--- config.mk ---
export PLATFORM = sky130hd
export DESIGN_NAME = te_state_transfer
export DESIGN_NICKNAME = d
export VERILOG_FILES = /design/src/rtl/te_state_transfer.sv
export SDC_FILE = /design/constraint.sdc
export NUM_CORES = 1
export LEC_CHECK = 0
export ABC_AREA = 0
export CORE_MARGIN = 4
export CORE_UTILIZATION = 40
export DETAILED_ROUTE_END_ITERATION = 6
export GPL_ROUTABILITY_DRIVEN = 0
export PLACE_DENSITY = 0.88
export SKIP_CTS_REPAIR_TIMING = 1
export SYNTH_ARGS = -nofsm -noshare
export SYNTH_HDL_FRONTEND = slang
export SYNTH_SLANG_ARGS = --single-unit
export TNS_END_PERCENT = 30
--- constraint.sdc ---
create_clock -name clk -period 7.25 [get_ports clk]
set_input_delay 2.175 -clock clk [delete_from_list [all_inputs] [get_ports clk]]
set_output_delay 2.175 -clock clk [all_outputs]
set_load 0.01 [all_outputs]
--- src/rtl/te_state_transfer.sv ---
// Copies per-channel state blocks between the 32-entry channel state memory and the four
// physical correlator buffers, one word per cycle. Define TE_PARTIAL_SAVE_EN to write back only SAVE_WORDS words per slot.
module te_state_transfer #(
    parameter int STATE_WORDS = 8,
    parameter int WORD_AW     = 3,
    parameter int DATA_W      = 32,
    parameter int SAVE_WORDS  = 4
) (
    input  logic                 clk,
    input  logic                 rst_b,
    input  logic                 start_load,
    input  logic                 start_save,
    input  logic [3:0]           physical_channel_en,
    input  logic [4:0]           logic_channel_index0,
    input  logic [4:0]           logic_channel_index1,
    input  logic [4:0]           logic_channel_index2,
    input  logic [4:0]           logic_channel_index3,
    output logic                 busy,
    output logic                 load_done,
    output logic                 save_done,
    output logic [5+WORD_AW-1:0] state_mem_addr,
    output logic                 state_mem_rd,
    output logic                 state_mem_wr,
    output logic [DATA_W-1:0]    state_mem_wdata,
    input  logic [DATA_W-1:0]    state_mem_rdata,
    output logic [WORD_AW-1:0]   phy_state_addr,
    output logic [3:0]           phy_state_we,
    output logic [3:0]           phy_state_rd,
    output logic [DATA_W-1:0]    phy_state_wdata,
    input  logic [DATA_W-1:0]    phy_state_rdata0,
    input  logic [DATA_W-1:0]    phy_state_rdata1,
    input  logic [DATA_W-1:0]    phy_state_rdata2,
    input  logic [DATA_W-1:0]    phy_state_rdata3
);
    typedef enum logic [2:0] {S_IDLE, S_LOAD, S_SAVE, S_FLUSH, S_DONE} state_t;

    localparam logic [WORD_AW-1:0] LOAD_LAST = WORD_AW'(STATE_WORDS - 1);
`ifdef TE_PARTIAL_SAVE_EN
    localparam logic [WORD_AW-1:0] SAVE_LAST = WORD_AW'(SAVE_WORDS - 1);
`else
    localparam logic [WORD_AW-1:0] SAVE_LAST = LOAD_LAST;
`endif

    if ((1 << WORD_AW) != STATE_WORDS || STATE_WORDS < 2 || STATE_WORDS > 16) begin : g_bad_words
        $error("STATE_WORDS must be a power of two in 2..16 and equal 2**WORD_AW");
    end
    if (SAVE_WORDS < 1 || SAVE_WORDS > STATE_WORDS) begin : g_bad_save_words
        $error("SAVE_WORDS must lie in 1..STATE_WORDS");
    end

    state_t               state_q;
    logic                 save_q;
    logic [3:0]           pend_q;
    logic [3:0][4:0]      idx_q;
    logic [1:0]           slot_q;
    logic [1:0]           wr_slot_q;
    logic [WORD_AW-1:0]   word_q;
    logic                 busy_q, load_done_q, save_done_q;
    logic [5+WORD_AW-1:0] mem_addr_q;
    logic                 mem_rd_q, mem_wr_q;
    logic [WORD_AW-1:0]   phy_addr_q;
    logic [3:0]           phy_we_q, phy_rd_q;

    logic [3:0][4:0]        idx_in;
    logic [3:0][DATA_W-1:0] phy_rdata;
    logic                   start;

    assign idx_in    = {logic_channel_index3, logic_channel_index2, logic_channel_index1, logic_channel_index0};
    assign phy_rdata = {phy_state_rdata3, phy_state_rdata2, phy_state_rdata1, phy_state_rdata0};
    assign start     = start_load | start_save;

    function automatic logic [1:0] first_slot(input logic [3:0] m);
        logic [1:0] f;
        f = 2'd0;
        for (int i = 3; i >= 0; i--) begin
            if (m[i]) f = 2'(i);
        end
        return f;
    endfunction

    // Next read to issue: first word of the lowest pending slot, or the next word of the current one.
    logic               rd_go, rd_save;
    logic [1:0]         rd_slot;
    logic [WORD_AW-1:0] rd_word, last_word;
    logic [3:0]         pend_d;
    logic [4:0]         rd_idx;

    always_comb begin
        rd_go     = 1'b0;
        rd_save   = save_q;
        rd_slot   = slot_q;
        rd_word   = '0;
        pend_d    = pend_q;
        last_word = save_q ? SAVE_LAST : LOAD_LAST;
        case (state_q)
            S_IDLE: begin
                if (start && (|physical_channel_en)) begin
                    rd_go   = 1'b1;
                    rd_save = ~start_load;
                    rd_slot = first_slot(physical_channel_en);
                    pend_d  = physical_channel_en & ~(4'b0001 << rd_slot);
                end
            end
            S_LOAD, S_SAVE: begin
                if (word_q != last_word) begin
                    rd_go   = 1'b1;
                    rd_word = word_q + 1'b1;
                end else if (|pend_q) begin
                    rd_go   = 1'b1;
                    rd_slot = first_slot(pend_q);
                    pend_d  = pend_q & ~(4'b0001 << rd_slot);
                end
            end
            default: ;
        endcase
        rd_idx = (state_q == S_IDLE) ? idx_in[rd_slot] : idx_q[rd_slot];
    end

    always_ff @(posedge clk or negedge rst_b) begin
        if (!rst_b) begin
            state_q     <= S_IDLE;
            save_q      <= 1'b0;
            pend_q      <= '0;
            idx_q       <= '0;
            slot_q      <= '0;
            wr_slot_q   <= '0;
            word_q      <= '0;
            busy_q      <= 1'b0;
            load_done_q <= 1'b0;
            save_done_q <= 1'b0;
            mem_addr_q  <= '0;
            mem_rd_q    <= 1'b0;
            mem_wr_q    <= 1'b0;
            phy_addr_q  <= '0;
            phy_we_q    <= '0;
            phy_rd_q    <= '0;
        end else begin
            mem_rd_q    <= 1'b0;
            mem_wr_q    <= 1'b0;
            phy_we_q    <= '0;
            phy_rd_q    <= '0;
            load_done_q <= 1'b0;
            save_done_q <= 1'b0;

            // The read presented this cycle becomes next cycle's write on the other memory.
            if (state_q == S_LOAD || state_q == S_SAVE) begin
                wr_slot_q <= slot_q;
                if (save_q) begin
                    mem_wr_q   <= 1'b1;
                    mem_addr_q <= {idx_q[slot_q], word_q};
                end else begin
                    phy_we_q   <= 4'b0001 << slot_q;
                    phy_addr_q <= word_q;
                end
            end

            if (rd_go) begin
                slot_q <= rd_slot;
                word_q <= rd_word;
                pend_q <= pend_d;
                if (rd_save) begin
                    phy_rd_q   <= 4'b0001 << rd_slot;
                    phy_addr_q <= rd_word;
                end else begin
                    mem_rd_q   <= 1'b1;
                    mem_addr_q <= {rd_idx, rd_word};
                end
            end

            case (state_q)
                S_IDLE: begin
                    if (start) begin
                        save_q  <= ~start_load;
                        idx_q   <= idx_in;
                        busy_q  <= 1'b1;
                        if (|physical_channel_en) state_q <= start_load ? S_LOAD : S_SAVE;
                        else                      state_q <= S_FLUSH;
                    end
                end
                S_LOAD, S_SAVE: begin
                    if (!rd_go) state_q <= S_FLUSH;
                end
                S_FLUSH: begin
                    state_q     <= S_DONE;
                    load_done_q <= ~save_q;
                    save_done_q <= save_q;
                end
                S_DONE: begin
                    state_q <= S_IDLE;
                    busy_q  <= 1'b0;
                end
                default: state_q <= S_IDLE;
            endcase
        end
    end

    assign busy            = busy_q;
    assign load_done       = load_done_q;
    assign save_done       = save_done_q;
    assign state_mem_addr  = mem_addr_q;
    assign state_mem_rd    = mem_rd_q;
    assign state_mem_wr    = mem_wr_q;
    assign phy_state_addr  = phy_addr_q;
    assign phy_state_we    = phy_we_q;
    assign phy_state_rd    = phy_rd_q;
    assign state_mem_wdata = mem_wr_q ? phy_rdata[wr_slot_q] : '0;
    assign phy_state_wdata = (|phy_we_q) ? state_mem_rdata : '0;

endmodule

# Word level (Yosys, flattened, before mapping)
# Index checks and enable logic that the tools add are counted.
op_classes:
  n_div: 0
  muxes: 65
  n_eq_ne: 10
  n_shift: 4
  bitwise_logic: 7
  n_reduce_logical: 13
  add_sub_neg: 1
  magnitude_cmp: 3
  n_mul: 0
ops:
  columns: ["op", "n"]
  rows:
  - ["two-way mux 32 bit", 3]
  - ["binary-select mux 32 bit (select 2 bit)", 1]
  - ["two-way mux 2 bit", 18]
  - ["two-way mux 8 bit", 4]
  - ["binary-select mux 5 bit (select 2 bit)", 3]
  - ["two-way mux 4 bit", 7]
  - ["two-way mux 3 bit", 8]
  - ["two-way mux 5 bit", 4]
  - ["left shift 1 x 2 -> 4 bit (first input constant)", 4]
  - ["two-way mux 1 bit", 12]
  - ["OR reduction 4 bit", 3]
  - ["!= test 2 bit (second input constant)", 5]
  - ["< comparator 2 x 3 -> 1 bit (second input constant)", 3]
  - ["one-hot mux 3 bit (3 select lines)", 1]
  - ["AND 4 bit", 2]
  - ["inverter 4 bit", 2]
  - ["one-hot mux 4 bit (2 select lines)", 1]
  - ["== test 3 x 2 -> 1 bit (second input constant)", 2]
  - ["AND reduction 2 bit", 3]
  - ["AND reduction 5 bit", 1]
  - ["one-hot mux 1 bit (2 select lines)", 2]
  - ["one-hot mux 2 bit (2 select lines)", 1]
  - ["nonzero test 2 bit", 2]
  - ["adder 3 x 1 -> 3 bit (second input constant)", 1]
  - ["other kinds (9)", 10]
totals:
  latch_bits: 0
  rom_bits: 0
  inputBits: 188
  ff_bits: 59
  mem_count: 0
  output_inout_bits: 88
  mem_bits_rw: 0
  elab_cells: 122

# Logic depth before layout (Yosys ltp)
logic_depth:
  depth_word: 15
  mapped_depth: 12
  ltp_nobuf: 10

# Worst setup path before layout
# Ideal clock, no wire load.
synth_timing:
  path_type: "input -> output"
  start: "input port phy_state_rdata3[0]"
  end: "output port state_mem_wdata[0]"
  setup_slack_ns: 2.277
  arrival_time_ns: 2.798
  n_path_buf: 0
  cell_stages: 2
  required_time_ns: 5.075
  cell_sequence: "mux4_2 and2_1"
synth_between:
  elab_chain_cells: 3
synth_lines:
  columns: ["item", "line_no", "rtl"]
  rows:
  - ["start: declaration", "33", "input logic [DATA_W-1:0] phy_state_rdata3"]
  - ["binary-select mux 32 bit (select 2 bit)", "206", "assign state_mem_wdata = mem_wr_q ? phy_rdata[wr_slot_q] : '0;"]
  - ["two-way mux 32 bit (implied by the code)", "206", null]
  - ["two-way mux 32 bit", "206", null]
  - ["end: declaration", "24", "output logic [DATA_W-1:0] state_mem_wdata,"]
# Every way passes these cells. The select of a mux whose other input is x is not followed.

# Worst setup path after layout
layout_timing:
  start: "input port phy_state_rdata3[1]"
  end: "output port state_mem_wdata[1]"
# Same word-level chain as after synthesis.

==> impl_results.md <==
* Synthesized area per cell at 10.7 µm²
* CORE AREA at 10,300 µm²
* Area growth syn-to-layout at 71.6%
* Critical path data arrival time at 3.90 ns
* Clock Sinks at 59
* Post-synth EDFFs at 0
* Synth cell types at 47
* Vias in the first global route at 4,523
* Top FF cell, synth: dfrtp_1
* Cell Count Post-Placement at 779
* CP Data Required Time at 5.08 ns
* Largest net degree at the start of global routing at 60
* PD cells at 347 nW/µm²
* Crit share post-route at 0.837
* Initial antenna violation count at 0
* Async SR Flop Fraction at 1.00
* CTS tree: done
* I/O pin count at 276
* Slew headroom at 0.321
* Maxcap violations at 0
* Hold path start: idx_q[13]
* Status: complete, no violations
* Post-Route WL at 17,200 µm
* Syn nets at 585
* Total CTS buffers at 9
* Register Area at 1480 µm²
* Starting Density at 0.410
* Slew Viols, Final at 0
* Crit path max fanout at 1
* Fmax at 165 MHz
* Buffers on Ports at 275
* Clk buf depth at 2
* TNS Setup at 0 ns
* H-tree levels at 3
* Final non-filler cell total at 795
* Layout cells sized above 1 at 0.141
* Layout Skew at 0.00694 ns
* GRT Residual Overflow at 0
* RSZ-0062 raised after global routing: no
* Drt first-iter violations at 488
* WS Path Type: input port to primary output
* Post-synthesis cell area at 4210 µm²
* Startpoint types: input port
* Chip width at 111 µm
* Final HPWL DP at 13,700 µm
* Clk Latency, worst-skew pair at 0.34 ns
* Nets at 844
* Crit path capture type: primary output
* PnR worst setup slack at 1.18 ns
* Global-route wire length before repair at 26,500 µm
* Final ANT Viol Nets at 0
* Final design utilization at 0.703
* Hold_ws at 0.535 ns
* Minimum clock period at 6.07 ns
* Die H at 111 µm
* Number of vias per cell at 5.49
* Antenna diode count at 0
* Worst-Margin Slew at 1.02 ns
* Sequential area share after synthesis at 0.351
* FP Rows at 37
* Die area at 12,200 µm²
* Area occupied by multi-input gates at 2560 µm²
* Synthesis warning total at 0
* GRT Overall Usage at 0.274
* Max VDD drop at 0.000228 V
* Worst Setup SP: phy_state_rdata3[1]
* Clock slew at reported path FFs at 0.06 ns
* Worst r2r src: word_q[0]
* Total number of vias at 4,365
* Hold Crit Class: register to register
* Final setup viols at 0
* Seq cells post-synth at 59
* # DRC at 0
* Leakage at 2.80 nW
* Cells after synthesis at 395
* CTS Root Buffer Type: clkbuf_8
* Final Hold Viols at 0
* Wirelength per Cell at 21.6 µm
* Dpl ws at 1.16 ns
* # fillers at 760
* TritonRoute pass-1 iters at 5
-- worst max-delay path, cell delays in order --
cell,delay [ns]
clkdlybuf4s50_1,0.50
mux4_2,0.52
and2_1,0.17
clkdlybuf4s50_1,0.53
-- power breakdown --
part | internal [mW] | leakage (nW) | switching, mW
clock | 0.186 | 0.108 | 0.132
combinational | 0.846 | 1.96 | 0.666
sequential | 0.472 | 0.734 | 0.205
-- layout by cell type, fill, tap and decap left out, types with 10 or more instances in the layout --
| cell | count |
|---|---|
| clkdlybuf4s50_1 | 274 |
| dfrtp_1 | 58 |
| nand2_1 | 53 |
| mux4_2 | 37 |
| and2_1 | 36 |
| nor2b_1 | 34 |
| mux2_2 | 23 |
| mux2i_1 | 16 |
| nor2_1 | 14 |
| clkbuf_8 | 12 |
| a32oi_1 | 10 |
-- routing by layer --
metal	global-route usage	routed length (µm)	part of all wire	vias up
met5	0	0	0	-
met4	0.0829	402	0.023	0
met3	0.0663	1360	0.079	29
met2	0.486	9010	0.52	246
met1	0.329	6430	0.37	2133
li1	-	-	-	1957
-- worst paths after layout --
| check | cells past startpoint | end | slack (ns) |
|---|---|---|---|
| max in group asynchronous | 2 | wr_slot_q[0] | 4.75 |
| min in group asynchronous | 2 | state_mem_addr[0] | 1.99 |
| hold / removal | 1 | idx_q[13] | 0.53 |
| setup reg to reg | 10 | state_mem_addr[4] | 4.16 |
| hold reg to reg | 1 | idx_q[13] | 0.53 |
| setup / recovery | 4 | state_mem_wdata[1] | 1.18 |
-- final cells by class --
class | instances | area share
inverters | 7 | 0.00433
clock buffers | 12 | 0.0229
repair buffers | 279 | 0.384
flip-flops and latches | 59 | 0.205
multi-input cells | 298 | 0.354
well taps | 136 | 0.0235
clock inverters | 4 | 0.00658
-- synthesized netlist by cell type, types with 2 or more instances --
master    number  area (µm²)
and3_1         9        56.3
nand2b_1       3        18.8
mux2i_1       16         160
mux4_2        37         833
clkbuf_1      19        71.3
and2_1        36         225
a21oi_1        9        45.0
a32oi_1       10        87.6
nand2_1       53         199
inv_1          6        22.5
a31oi_1        2        12.5
nor3b_1        2        15.0
mux2_2        23         259
buf_6          2        22.5
o21a_1         2        15.0
o21ai_0        9        45.0
buf_1          4        15.0
nor4_1         4        25.0
a32o_1         2        20.0
nand3_1        6        30.0
nor3_1         3        15.0
or2_2          4        25.0
ha_1           2        25.0
dfrtp_1       59        1480
nor2b_1       34         213
nor2_1        14        52.6
buf_2          5        25.0
-- per-stage QoR --
| stage | area (µm²) | total power [mW] |
|---|---|---|
| after floorplan | 4210 | 1.54 |
| after global placement | 7010 | 2.12 |
| after detailed placement | 7010 | 2.18 |
| after CTS | 7230 | 2.51 |
| after global routing | 7230 | 2.66 |
| final | 7230 | 2.51 |
-- sequential cells by signal, summed over array words and instances, names as in the netlist --
name,flops
busy,1
idx_q,20
load_done,1
pend_q,4
phy_state_addr,3
phy_state_rd,4
phy_state_we,4
save_done,1
save_q,1
slot_q,2
state_mem_addr,8
state_mem_rd,1
state_mem_wr,1
state_q,3
word_q,3
wr_slot_q,2
-- cell families after synthesis --
logic type                 Yosys count  share of synthesized area
AOI/OAI and AO/OA                   44                     0.0781
adders and majority gates            2                    0.00594
buffers and inverters               38                     0.0440
DFF                                 59                      0.351
muxes                               76                      0.297
and+or+nand+nor                    176                      0.224
No activity file was read; power rests on OpenSTA's default activity.
